===== src/rtl/division_sign_restore_pkg.sv =====
// Shared definitions for the signed-result restore stage of the divider:
// default width, FSM encoding and the per-operand negate flags.
package division_sign_restore_pkg;

    localparam int unsigned DIV_WIDTH = 8;

    typedef enum logic [1:0] {
        IDLE    = 2'd0,
        CONVERT = 2'd1,
        DONE    = 2'd2
    } div_state_e;

    typedef struct packed {
        logic neg_quo;
        logic neg_rem;
    } div_neg_t;

    // Quotient is negative when the operand signs differ; remainder follows the dividend.
    function automatic div_neg_t neg_flags(input logic sign_a, input logic sign_b);
        div_neg_t f;
        f.neg_quo = sign_a ^ sign_b;
        f.neg_rem = sign_a;
        return f;
    endfunction

endpackage


===== src/rtl/full_adder.sv =====
// Single-bit full adder used by the bit-serial sign restore datapath.
module full_adder (
    input  logic a_i,
    input  logic b_i,
    input  logic cin_i,
    output logic sum_o,
    output logic cout_o
);

    assign sum_o  = a_i ^ b_i ^ cin_i;
    assign cout_o = (a_i & b_i) | (cin_i & (a_i ^ b_i));

endmodule


===== src/rtl/division_sign_restore.sv =====
// Converts unsigned quotient/remainder magnitudes to two's complement, one bit
// per cycle LSB first, with a fixed latency of WIDTH cycles in CONVERT.
module division_sign_restore
    import division_sign_restore_pkg::*;
#(
    parameter int unsigned WIDTH = DIV_WIDTH
) (
    input  logic             clk,
    input  logic             rst,
    input  logic             restore_sel,
    input  logic [WIDTH-1:0] q_mag,
    input  logic [WIDTH-1:0] r_mag,
    input  logic             sign_a,
    input  logic             sign_b,
    output logic [WIDTH-1:0] quotient,
    output logic [WIDTH-1:0] remainder,
    output logic             busy,
    output logic             restore_finish,
    output logic             overflow
);

    localparam int unsigned CNT_W = (WIDTH > 1) ? $clog2(WIDTH) : 1;
    localparam logic [CNT_W-1:0] LAST_BIT = CNT_W'(WIDTH - 1);

    div_state_e       state_q;
    div_neg_t         neg_flags_q;
    logic [WIDTH-1:0] q_sr_q;
    logic [WIDTH-1:0] r_sr_q;
    logic [WIDTH-1:0] q_sr_d;
    logic [WIDTH-1:0] r_sr_d;
    logic [CNT_W-1:0] cnt_q;
    logic             q_carry_q;
    logic             r_carry_q;
    logic             ovf_q;

    logic             first_bit_c;
    logic             q_cin_c;
    logic             r_cin_c;
    logic             q_sum_c;
    logic             r_sum_c;
    logic             q_cout_c;
    logic             r_cout_c;

    // A negated magnitude may reach 2^(W-1); a positive one must stay below it.
    function automatic logic mag_ovf(input logic [WIDTH-1:0] mag, input logic neg);
        logic low_nonzero;
        low_nonzero = |mag[WIDTH-2:0];
        return neg ? (mag[WIDTH-1] & low_nonzero) : mag[WIDTH-1];
    endfunction

    // Bit 0 takes the +1 of ~x+1 as carry-in; later bits take the registered carry.
    assign first_bit_c = (cnt_q == '0);
    assign q_cin_c     = first_bit_c ? neg_flags_q.neg_quo : q_carry_q;
    assign r_cin_c     = first_bit_c ? neg_flags_q.neg_rem : r_carry_q;

    full_adder u_fa_quo (
        .a_i    (q_sr_q[0] ^ neg_flags_q.neg_quo),
        .b_i    (1'b0),
        .cin_i  (q_cin_c),
        .sum_o  (q_sum_c),
        .cout_o (q_cout_c)
    );

    full_adder u_fa_rem (
        .a_i    (r_sr_q[0] ^ neg_flags_q.neg_rem),
        .b_i    (1'b0),
        .cin_i  (r_cin_c),
        .sum_o  (r_sum_c),
        .cout_o (r_cout_c)
    );

    assign q_sr_d = {q_sum_c, q_sr_q[WIDTH-1:1]};
    assign r_sr_d = {r_sum_c, r_sr_q[WIDTH-1:1]};

    // Control FSM and datapath registers.
    always_ff @(posedge clk) begin
        if (rst) begin
            state_q        <= IDLE;
            neg_flags_q    <= '0;
            q_sr_q         <= '0;
            r_sr_q         <= '0;
            cnt_q          <= '0;
            q_carry_q      <= 1'b0;
            r_carry_q      <= 1'b0;
            ovf_q          <= 1'b0;
            quotient       <= '0;
            remainder      <= '0;
            busy           <= 1'b0;
            restore_finish <= 1'b0;
            overflow       <= 1'b0;
        end else begin
            restore_finish <= 1'b0;
            case (state_q)
                IDLE: begin
                    if (restore_sel) begin
                        q_sr_q      <= q_mag;
                        r_sr_q      <= r_mag;
                        neg_flags_q <= neg_flags(sign_a, sign_b);
                        cnt_q       <= '0;
                        q_carry_q   <= 1'b0;
                        r_carry_q   <= 1'b0;
                        ovf_q       <= mag_ovf(q_mag, sign_a ^ sign_b) | mag_ovf(r_mag, sign_a);
                        busy        <= 1'b1;
                        state_q     <= CONVERT;
                    end
                end
                CONVERT: begin
                    q_sr_q    <= q_sr_d;
                    r_sr_q    <= r_sr_d;
                    q_carry_q <= q_cout_c;
                    r_carry_q <= r_cout_c;
                    cnt_q     <= cnt_q + CNT_W'(1);
                    if (cnt_q == LAST_BIT) begin
                        quotient       <= q_sr_d;
                        remainder      <= r_sr_d;
                        overflow       <= ovf_q;
                        restore_finish <= 1'b1;
                        busy           <= 1'b0;
                        state_q        <= DONE;
                    end
                end
                DONE: begin
                    state_q <= IDLE;
                end
                default: begin
                    state_q <= IDLE;
                end
            endcase
        end
    end

endmodule


===== config.mk =====
export PLATFORM = sky130hd
export DESIGN_NAME = division_sign_restore
export DESIGN_NICKNAME = d
export VERILOG_FILES = /design/src/rtl/division_sign_restore_pkg.sv /design/src/rtl/full_adder.sv /design/src/rtl/division_sign_restore.sv
export SDC_FILE = /design/constraint.sdc
export NUM_CORES = 1
export LEC_CHECK = 0
export BUFFER_PORTS_ARGS = -buffer_cell sky130_fd_sc_hd__buf_2
export CAP_MARGIN = 10
export CORE_ASPECT_RATIO = 0.7
export CORE_MARGIN = 8
export CORE_UTILIZATION = 35
export DETAILED_ROUTE_END_ITERATION = 8
export GPL_ROUTABILITY_DRIVEN = 0
export SYNTH_ARGS = -nofsm -noshare
export SYNTH_HDL_FRONTEND = slang
export SYNTH_SLANG_ARGS = --single-unit

===== constraint.sdc =====
create_clock -name clk -period 1.6 [get_ports clk]
set_input_delay 0.24 -clock clk [delete_from_list [all_inputs] [get_ports clk]]
set_output_delay 0.24 -clock clk [all_outputs]
set_load 0.01 [all_outputs]

**After elaboration in Yosys (flattened, before gate mapping)**

Index checks and enable logic that the tools add are counted.

- Input port bits: 21
- Bits in registers: 45
- Word-level logic and storage cells: 61
- Output and inout port bits: 19

- Bitwise gates (word level): 11
- Reduce and logical (&&, ||, !) cells: 11
- Equality and inequality tests: 4
- Multiplexer cells: 20
- Add/sub/neg operators: 1

Operator list:

| kind | count |
|---|---|
| 8-bit one-hot mux with 2 select lines | 2 |
| 8-bit 2-to-1 mux | 2 |
| 7-bit OR reduction | 2 |
| 1-bit 2-to-1 mux | 8 |
| 2-bit AND reduction | 4 |
| 1-bit one-hot mux with 2 select lines | 3 |
| 3-bit one-hot mux with 2 select lines | 1 |
| 1-bit XOR | 5 |
| 1-bit bitwise AND | 4 |
| 2-bit 2-to-1 mux | 2 |
| 2-bit inequality test, second input constant | 2 |
| 2-bit one-hot mux with 2 select lines | 1 |
| 3-bit by 1-bit adder with 3-bit output, second input constant | 1 |
| 3-bit equality test, second input constant | 1 |
| 3-bit zero test | 1 |
| 3-bit 2-to-1 mux | 1 |
| 3-bit AND reduction | 1 |
| 2-bit by 1-bit equality test with 1-bit output, second input constant | 1 |
| 2-bit zero test | 1 |
| 2-bit nonzero test | 1 |
| 2-bit OR reduction | 1 |
| 1-bit NOT | 1 |
| 1-bit bitwise OR | 1 |

**Longest topological paths before layout**

Gate-level depths: netlist of run 1.

- Depth after elaboration: 4
- Depth in mapped cells: 7

**Modules after synthesis**

From an unflattened synthesis of run 1, not the netlist that was laid out.

- Cell total of the unflattened synthesis: 208
- Area, all modules: 1916.8 sq um

Modules (own cells, without submodules):

| module | area each (sq um) | cells an instance | times used | sequential area each (sq um) |
|---|---|---|---|---|
| division_sign_restore | 1876.8 | 206 | 1 | 900.9 |
| full_adder | 20.0 | 1 | 2 | 0.0 |

**Worst setup path before layout of run 1**

Ideal clock, no wire load.

- Path kind: register -> register
- Start: register cnt_q[0]
- End: register q_sr_q[7]
- Data required time: 1.514 ns
- Setup slack: 0.022 ns
- Arrival: 1.493 ns
- Path buffers: 0
- Period minus slack after synthesis: 1.578 ns
- Cell stages (with the launch flop): 8
- Path through: dfxtp_1 > inv_1 > ha_1 > nor2b_1 > mux2_2 > ha_1 > nor2_1 > a211oi_1

- Longest elaborated chain between the ends: 4

RTL lines:

| element | line | source |
|---|---|---|
| start, declared | division_sign_restore.sv:31 | `logic [CNT_W-1:0] cnt_q;` |
| start signal, assigned | division_sign_restore.sv:112 | `cnt_q <= cnt_q + CNT_W'(1);` |
| 3-bit zero test | division_sign_restore.sv:52 | `assign first_bit_c = (cnt_q == '0);` |
| 1-bit 2-to-1 mux | division_sign_restore.sv:53 | `assign q_cin_c = first_bit_c ? neg_flags_q.neg_quo : q_carry_q;` |
| 1-bit XOR | full_adder.sv:10 | `assign sum_o = a_i ^ b_i ^ cin_i;` |
| net q_sum_c | division_sign_restore.sv:39 | `logic q_sum_c;` |
| 8-bit one-hot mux with 2 select lines | division_sign_restore.sv:93 | `case (state_q)` |
| end signal, assigned | division_sign_restore.sv:96 | `q_sr_q <= q_mag;` |
| end signal, assigned | division_sign_restore.sv:108 | `q_sr_q <= q_sr_d;` |
| end, declared | division_sign_restore.sv:27 | `logic [WIDTH-1:0] q_sr_q;` |

The timed path passes the listed nets, and every way through them passes these cells.
A chain may end at the register's enable or synchronous reset.

**Worst setup path after layout of run 1**

- Start: register cnt_q[1]
- End: register r_sr_q[7]

- Longest elaborated chain between the ends: 4

RTL lines:

| element | line | source |
|---|---|---|
| 3-bit zero test | division_sign_restore.sv:52 |  |
| 1-bit 2-to-1 mux | division_sign_restore.sv:54 | `assign r_cin_c = first_bit_c ? neg_flags_q.neg_rem : r_carry_q;` |
| 1-bit XOR | full_adder.sv:10 |  |
| net r_sum_c | division_sign_restore.sv:40 | `logic r_sum_c;` |
| 8-bit one-hot mux with 2 select lines | division_sign_restore.sv:93 |  |
| end signal, assigned | division_sign_restore.sv:97 | `r_sr_q <= r_mag;` |
| end signal, assigned | division_sign_restore.sv:109 | `r_sr_q <= r_sr_d;` |
| end, declared | division_sign_restore.sv:28 | `logic [WIDTH-1:0] r_sr_q;` |

The timed path passes the listed nets, and every way through them passes these cells.

==> results of run 1 <==
## worst max-delay path: cells and delay by family (launching register included)
kind / cells / cell delay [ps]
buf+inv: 1 / 60
compound gates: 1 / 170
simple gates: 2 / 190
flops: 1 / 330
fa+ha+maj: 2 / 390
mux: 1 / 320
## cells by family after synthesis
family                     Yosys count  synth area share [%]
muxes                               20                  10.7
and+or+nand+nor                     73                  17.1
DFF                                 45                  47.5
adders and majority gates            5                  3.30
AOI/OAI and AO/OA                   44                  14.8
buffers and inverters               17                  5.27
xor gates and xnor gates             3                  1.38
## flip-flops by register name, summed over array words and instances (netlist names)
register / count
overflow: 1
quotient: 8
cnt_q: 3
q_carry_q: 1
ovf_q: 1
r_carry_q: 1
state_q: 2
remainder: 8
q_sr_q: 8
restore_finish: 1
neg_flags_q: 2
busy: 1
r_sr_q: 8
## power groups by stage
stage,Clock (mW),Combinational (mW),Sequential [mW]
2_1_floorplan,0,0.176,1.23
4_1_cts,0.699,0.281,1.22
3_3_place_gp,0,0.256,1.24
6_report,0.678,0.291,1.22
3_5_place_dp,0,0.260,1.24
5_1_grt,0.760,0.322,1.23
## layer usage
metal	wire length, um	track usage (%)
met2	2000	17.4
met5	0	0
met3	291	4.29
met4	32	3.60
met1	2390	16.0
## worst max path at each step
stage          startpoint         to  slack, ps
3_5_place_dp     cnt_q[0]  q_sr_q[7]        -50
2_1_floorplan    cnt_q[0]  q_sr_q[7]         20
3_3_place_gp     cnt_q[0]  r_sr_q[7]         -2
4_1_cts          cnt_q[0]  r_sr_q[7]          6
6_report         cnt_q[1]  r_sr_q[7]         60
5_1_grt          cnt_q[1]  q_sr_q[7]          8
## layout by cell type, fill, tap and decap left out, types with 2 or more instances in the layout
| cell type | n |
|---|---|
| mux2i_1 | 18 |
| inv_2 | 2 |
| xor2_1 | 2 |
| nor2_1 | 27 |
| a22oi_1 | 4 |
| nand2_1 | 34 |
| dfxtp_2 | 2 |
| a21oi_1 | 19 |
| ha_1 | 2 |
| buf_4 | 5 |
| buf_12 | 3 |
| clkinv_2 | 2 |
| dfxtp_1 | 43 |
| clkbuf_8 | 5 |
| mux2_4 | 2 |
| or4_1 | 2 |
| buf_2 | 39 |
| ha_4 | 3 |
| a211oi_1 | 16 |
## layout make-up
cell class	count	area (um^2)
timing repair buffer	47	293
fill	533	2890
sequential	45	903
clock buffer	6	72.6
clock inverter	2	10.0
multi-input combinational	145	960
tap	72	90.1
inverter	3	11.3
## what timing repair did
action	in CTS	in global routing
pin swaps	1	4
resized for setup	5	10
setup endpoints to repair	2	19
endpoints found under the hold margin	0	0
cloned	0	0
## per-stage QoR
step                instances  total power, mW  instance area (um^2)  setup TNS, ps
floorplan                 207             1.41                  1900              0
CTS                       320             2.20                  2310              0
global route              320             2.31                  2340              0
detailed placement        312             1.50                  2190          -93.8
global placement          312             1.50                  2190          -1.90
finish                    320             2.19                  2340              0
==> impl_metrics.yaml, run 1 <==
route:
  routed_via_count_divided_by_cell_count: 4.89
  detailroute.via_count: 1565
  route.detailed.drc: 0
  drt-wirelength-per-cell_um: 14.7
  detail_route.wirelength_um: 4710
  drt_first_pass_iters: 4
  antenna_left: 0
  initialDrtViolationCount: 50
hold_path:
  worstHoldStart: "sign_a"
  hold_end: "neg_flags_q[0]"
  hold_path_class: "primary input to register"
  hold_depth: 3
clock_network:
  cts_max_path_buffers: 2
  hold_buffer_count_at_cts: 0
  clk_slew_on_worst_s_h_paths_ps: 80
  h-tree-depth: 2
  clock_tree_from_tritoncts: "built"
  tritoncts.num_buffers: 5
  clk_latency_ps: 290
  clock-sinks: 45
  postCtsSetupRepairBufs: 0
  cts-root-buf: "clkbuf_8"
synthesis:
  synth_sequential_area_ratio_pct: 47.5
  cell_types_with_the_highest_counts_after_synthesis: "45 x dfxtp_1, 34 x nand2_1, 28 x nor2_1, 19 x a21oi_1, 18 x mux2i_1"
  post_synth_instance_area_um2: 1900
  postSynthAreaPerCell_um2: 9.17
  synth_enable_flop_cells: 0
  post_synth_main_area_contributors: "dfxtp_1 47%, mux2i_1 9.5%, a211oi_1 6.7%, nand2_1 6.7%, nor2_1 5.5%"
  synth_largest_type_area_fraction_pct: 47.5
  synthesis.nets: 233
  async_reset_ff_share_pct: 0
  synth-seq-cells: 45
  synth.yosys.warnings: 0
  synthesis.instances: 207
  library_cell_with_the_highest_instance_count_after_synthesis: "dfxtp_1"
  yosysUniqueCellTypes: 30
  yosys.area.top_type: "dfxtp_1"
  postSynth.topFlopCell: "dfxtp_1"
critical_path:
  crit-reg2reg-capture: "r_sr_q[7]"
  cp_data_required_time_ps: 1820
  cpPeakStageDelay_ps: 330
  reg2reg_setup_slack_ps: 60
  critPathSlowestCell: "dfxtp_2"
  largest_driver_fanout_on_the_critical_path: 2
  startpoint_type_of_the_worst_setup_path: "register"
  crit_path_frequent_cell: "ha_4"
  crit_path_end_kind: "register"
  worst-endpoint-arrival_ps: 1760
  regToRegStartpoint: "cnt_q[1]"
  critical_setup_path_class: "register to register"
  path_cells: "inv_2, ha_4, nor2b_4, mux2_4, ha_4, nor2_2, a211oi_2"
  worst_r2r_path_depth: 7
placed_design:
  pre_cts_slack_ps: -54.8
  io_buffer_count: 39
  post-dp-hpwl_um: 3370
global_routing:
  grt_pass1_wl_um: 7870
  global_route.usage.total_pct: 11.9
  number_of_global_route_vias_before_repair: 1609
  globalRoute.totalOverflow: 0
  antenna_violations_before_repair: 0
  grt_max_degree: 29
floorplanning:
  floorplan.io_pins: 40
  dieHeight_um: 77.6
  placeableCoreArea_um2: 5230
  floorplan.initialDensity_pct: 36.3
  std_cell_rows: 22
  dieWidth_um: 104
  design.die.area_um2: 8070
power:
  power.density_nw_per_um2: 935
  comb_power_share_pct: 13.3
  switching_share_pct: 26.1
  cell_internal_pwr_mw: 1.62
  net_switching_power_mw: 0.571
  power.sequential.fraction_pct: 55.7
  static-leakage-power_nw: 0.998
  power_frac_clock_pct: 31.0
  worst_ir_drop_vdd_v: 0.000406
sta:
  final_max_slew_viol_count: 0
  final.setup.worst_slack_ps: 60.5
  fin_worst_skew_ps: 3.01
  max_clock_freq_mhz: 650
  rsz_0062_raised_after_global_routing: "false"
  worstMarginPinSlew_ps: 497
  setup-violations-final: 0
  relSlewSlack_pct: 66.8
  hold_ws_ps: 236
  final_hold_viol_count: 0
  min_period_ps: 1540
  timing.final.crit_share_pct: 96.2
flow_run:
  max_cap_viol_count: 0
cells_and_area:
  antenna-diode-count: 0
  final_layout_size_suffix_gt1_share_pct: 28.2
  total_number_of_nets_in_the_final_design: 273
  final_util_pct: 44.7
  flow.area_growth_from_synthesis_pct: 23.3
outcome:
  outcome: "complete, no violations"
Power figures use the tool's default switching activity.
==> run 2: changes to the inputs <==
--- a/config.mk
+++ b/config.mk
@@ -9,7 +9,7 @@
 export CAP_MARGIN = 10
 export CORE_ASPECT_RATIO = 0.7
 export CORE_MARGIN = 8
-export CORE_UTILIZATION = 35
+export CORE_UTILIZATION = 39
 export DETAILED_ROUTE_END_ITERATION = 8
 export GPL_ROUTABILITY_DRIVEN = 0
 export SYNTH_ARGS = -nofsm -noshare
==> run 2 against run 1 <==
Against the previous run: via count down 3.6%; highest routed layer unchanged; worst hold slack better by 14 ps; final cell count down 4.7%; die area down 8.5%; worst setup slack about the same; combinational power down 5%; clock-buffer cell count up 1; sequential share of layout area up 0.26 points; clock power up 13%; wire length down 6.4%; non-clock buffer count unchanged.
==> impl_metrics.yaml, run 2 (synthesized netlist as in run 1, its figures left out) <==
hold_path:
  hold_path_class: "primary input to register"
  hold_end: "ovf_q"
  hold_depth: 3
  worstHoldStart: "q_mag[7]"
global_routing:
  gr-usage-met3_pct: 5.42
  globalRoute.totalOverflow: 0
  met2_resource_use_gr_pct: 17.3
  grt_use_met1_pct: 16.7
  grt_pass1_wl_um: 7290
  grt_max_degree: 33
  grt-busiest-layer: "met2"
  global_route.usage.total_pct: 12.4
  number_of_global_route_vias_before_repair: 1493
  antenna_violations_before_repair: 0
clock_network:
  cts-root-buf: "clkbuf_8"
  postCtsSetupRepairBufs: 0
  h-tree-depth: 2
  clock-sinks: 45
  clk_slew_on_worst_s_h_paths_ps: 80
  clock_tree_from_tritoncts: "built"
  tritoncts.num_buffers: 5
  cts_max_path_buffers: 2
  clk_latency_ps: 290
cells_and_area:
  flow.area_growth_from_synthesis_pct: 22.3
  final_layout_size_suffix_gt1_share_pct: 27.0
  layout.cells.non_filler: 305
  n_fill_cell: 479
  antenna-diode-count: 0
  total_number_of_nets_in_the_final_design: 273
  multi_input_comb_area_um2: 942
  most_common_cell_after_layout_fill_and_taps_aside: "dfxtp_1"
  seqCellArea_um2: 902
  layout.cells.most_common_list: "44 x dfxtp_1, 39 x buf_2, 34 x nand2_1, 28 x nor2_1, 19 x a21oi_1"
  final_util_pct: 49.1
critical_path:
  worstSetupStartpoint: "cnt_q[0]"
  crit-reg2reg-capture: "r_sr_q[7]"
  cpPeakStageDelay_ps: 320
  path_cells: "inv_1, ha_2, nor2b_4, mux2_4, ha_4, nor2_1, a211oi_1"
  worst-endpoint-arrival_ps: 1750
  worst_r2r_path_depth: 7
  regToRegStartpoint: "cnt_q[0]"
  startpoint_type_of_the_worst_setup_path: "register"
  critPathSlowestCell: "dfxtp_1"
  cp_data_required_time_ps: 1810
  largest_driver_fanout_on_the_critical_path: 2
  crit_path_end_kind: "register"
  critical_setup_path_class: "register to register"
  reg2reg_setup_slack_ps: 60
sta:
  rsz_0062_raised_after_global_routing: "true"
  hold_ws_ps: 250
  worstMarginPinSlew_ps: 432
  final_max_slew_viol_count: 0
  final_hold_viol_count: 0
  setup-violations-final: 0
  finalSetupTns_ps: 0
  max_clock_freq_mhz: 649
  timing.final.crit_share_pct: 96.2
  min_period_ps: 1540
  relSlewSlack_pct: 71.2
  fin_worst_skew_ps: 6.54
floorplanning:
  std_cell_rows: 21
  floorplan.io_pins: 40
  floorplan.initialDensity_pct: 40.1
  dieWidth_um: 99.4
  placeableCoreArea_um2: 4730
  design.die.area_um2: 7390
  dieHeight_um: 74.4
placed_design:
  post-dp-hpwl_um: 3210
  place_inst: 297
  io_buffer_count: 39
outcome:
  outcome: "complete, no violations"
power:
  static-leakage-power_nw: 1.00
  worst_ir_drop_vdd_v: 0.000363
  power.density_nw_per_um2: 972
  post-layout-total-power_mw: 2.26
route:
  drt_first_pass_iters: 4
  routed_via_count_divided_by_cell_count: 4.95
  drt-wirelength-per-cell_um: 14.4
  route.detailed.drc: 0
  detail_route.wirelength_um: 4410
  detailroute.via_count: 1509
  antenna_left: 0
  initialDrtViolationCount: 80
flow_run:
  max_cap_viol_count: 0
[run 2: cell count changes in the layout (fill, tap and decap cells not counted)]
| cell | previous run | this run |
|---|---|---|
| inv_1 | 1 | 2 |
| clkbuf_8 | 5 | 7 |
| a211oi_1 | 16 | 17 |
| inv_2 | 2 | 1 |
| nor2_1 | 27 | 28 |
| ha_4 | 3 | 2 |
| clkinv_2 | 2 | 1 |
| clkbuf_1 | 1 | 0 |
| nor2_2 | 1 | 0 |
| a211oi_2 | 1 | 0 |
| ha_2 | 0 | 1 |
| dfxtp_2 | 2 | 1 |
| dfxtp_1 | 43 | 44 |
[run 2: metal layers]
metal	vias up	part of all wire, %
met1	675	51
met4	0	0.82
li1	790	-
met5	-	0
met3	5	9.2
met2	39	39
[run 2: where the power goes]
part / switching, mW / leakage, nW / internal [mW]
Combinational: 0.142 / 0.581 / 0.136
Sequential: 0.0431 / 0.368 / 1.17
Clock: 0.372 / 0.0542 / 0.391
Total: 0.557 / 1.00 / 1.70
[run 2: worst max path at each step]
stage	slack (ps)	cells after the start	to
final	60	7	r_sr_q[7]
after global routing	-20	7	q_sr_q[7]
after CTS	-0.1	7	q_sr_q[7]
after detailed placement	-20	7	q_sr_q[7]
after global placement	-10	7	q_sr_q[7]
after floorplan	20	7	q_sr_q[7]
[run 2: worst max-delay path: cells and delay by family, from the launching register on]
kind | cells | cell delay [ps]
mux | 1 | 320
buf+inv | 1 | 50
fa+ha+maj | 2 | 420
compound gates | 1 | 150
simple gates | 2 | 200
flops | 1 | 320
[run 2: final cells by class]
cell class              count  area share [%]
flip-flops and latches     45            38.9
well taps                  57            3.07
clock inverters             1           0.216
clock buffers               7            4.15
repair buffers             47            12.6
multi-input cells         145            40.6
inverters                   3           0.485
[run 2: stage by stage]
| step | area [um^2] | setup slack (ps) |
|---|---|---|
| 2_1_floorplan | 1900 | 21.8 |
| 3_3_place_gp | 2170 | -13.5 |
| 3_5_place_dp | 2170 | -21.6 |
| 4_1_cts | 2310 | -0.129 |
| 5_1_grt | 2320 | -18.8 |
| 6_report | 2320 | 60.2 |
[run 2: what timing repair did]
action / in CTS / in global routing
pin swaps: 0 / 2
setup endpoints to repair: 2 / 16
hold buffers: 0 / 0
resized for setup: 5 / 5
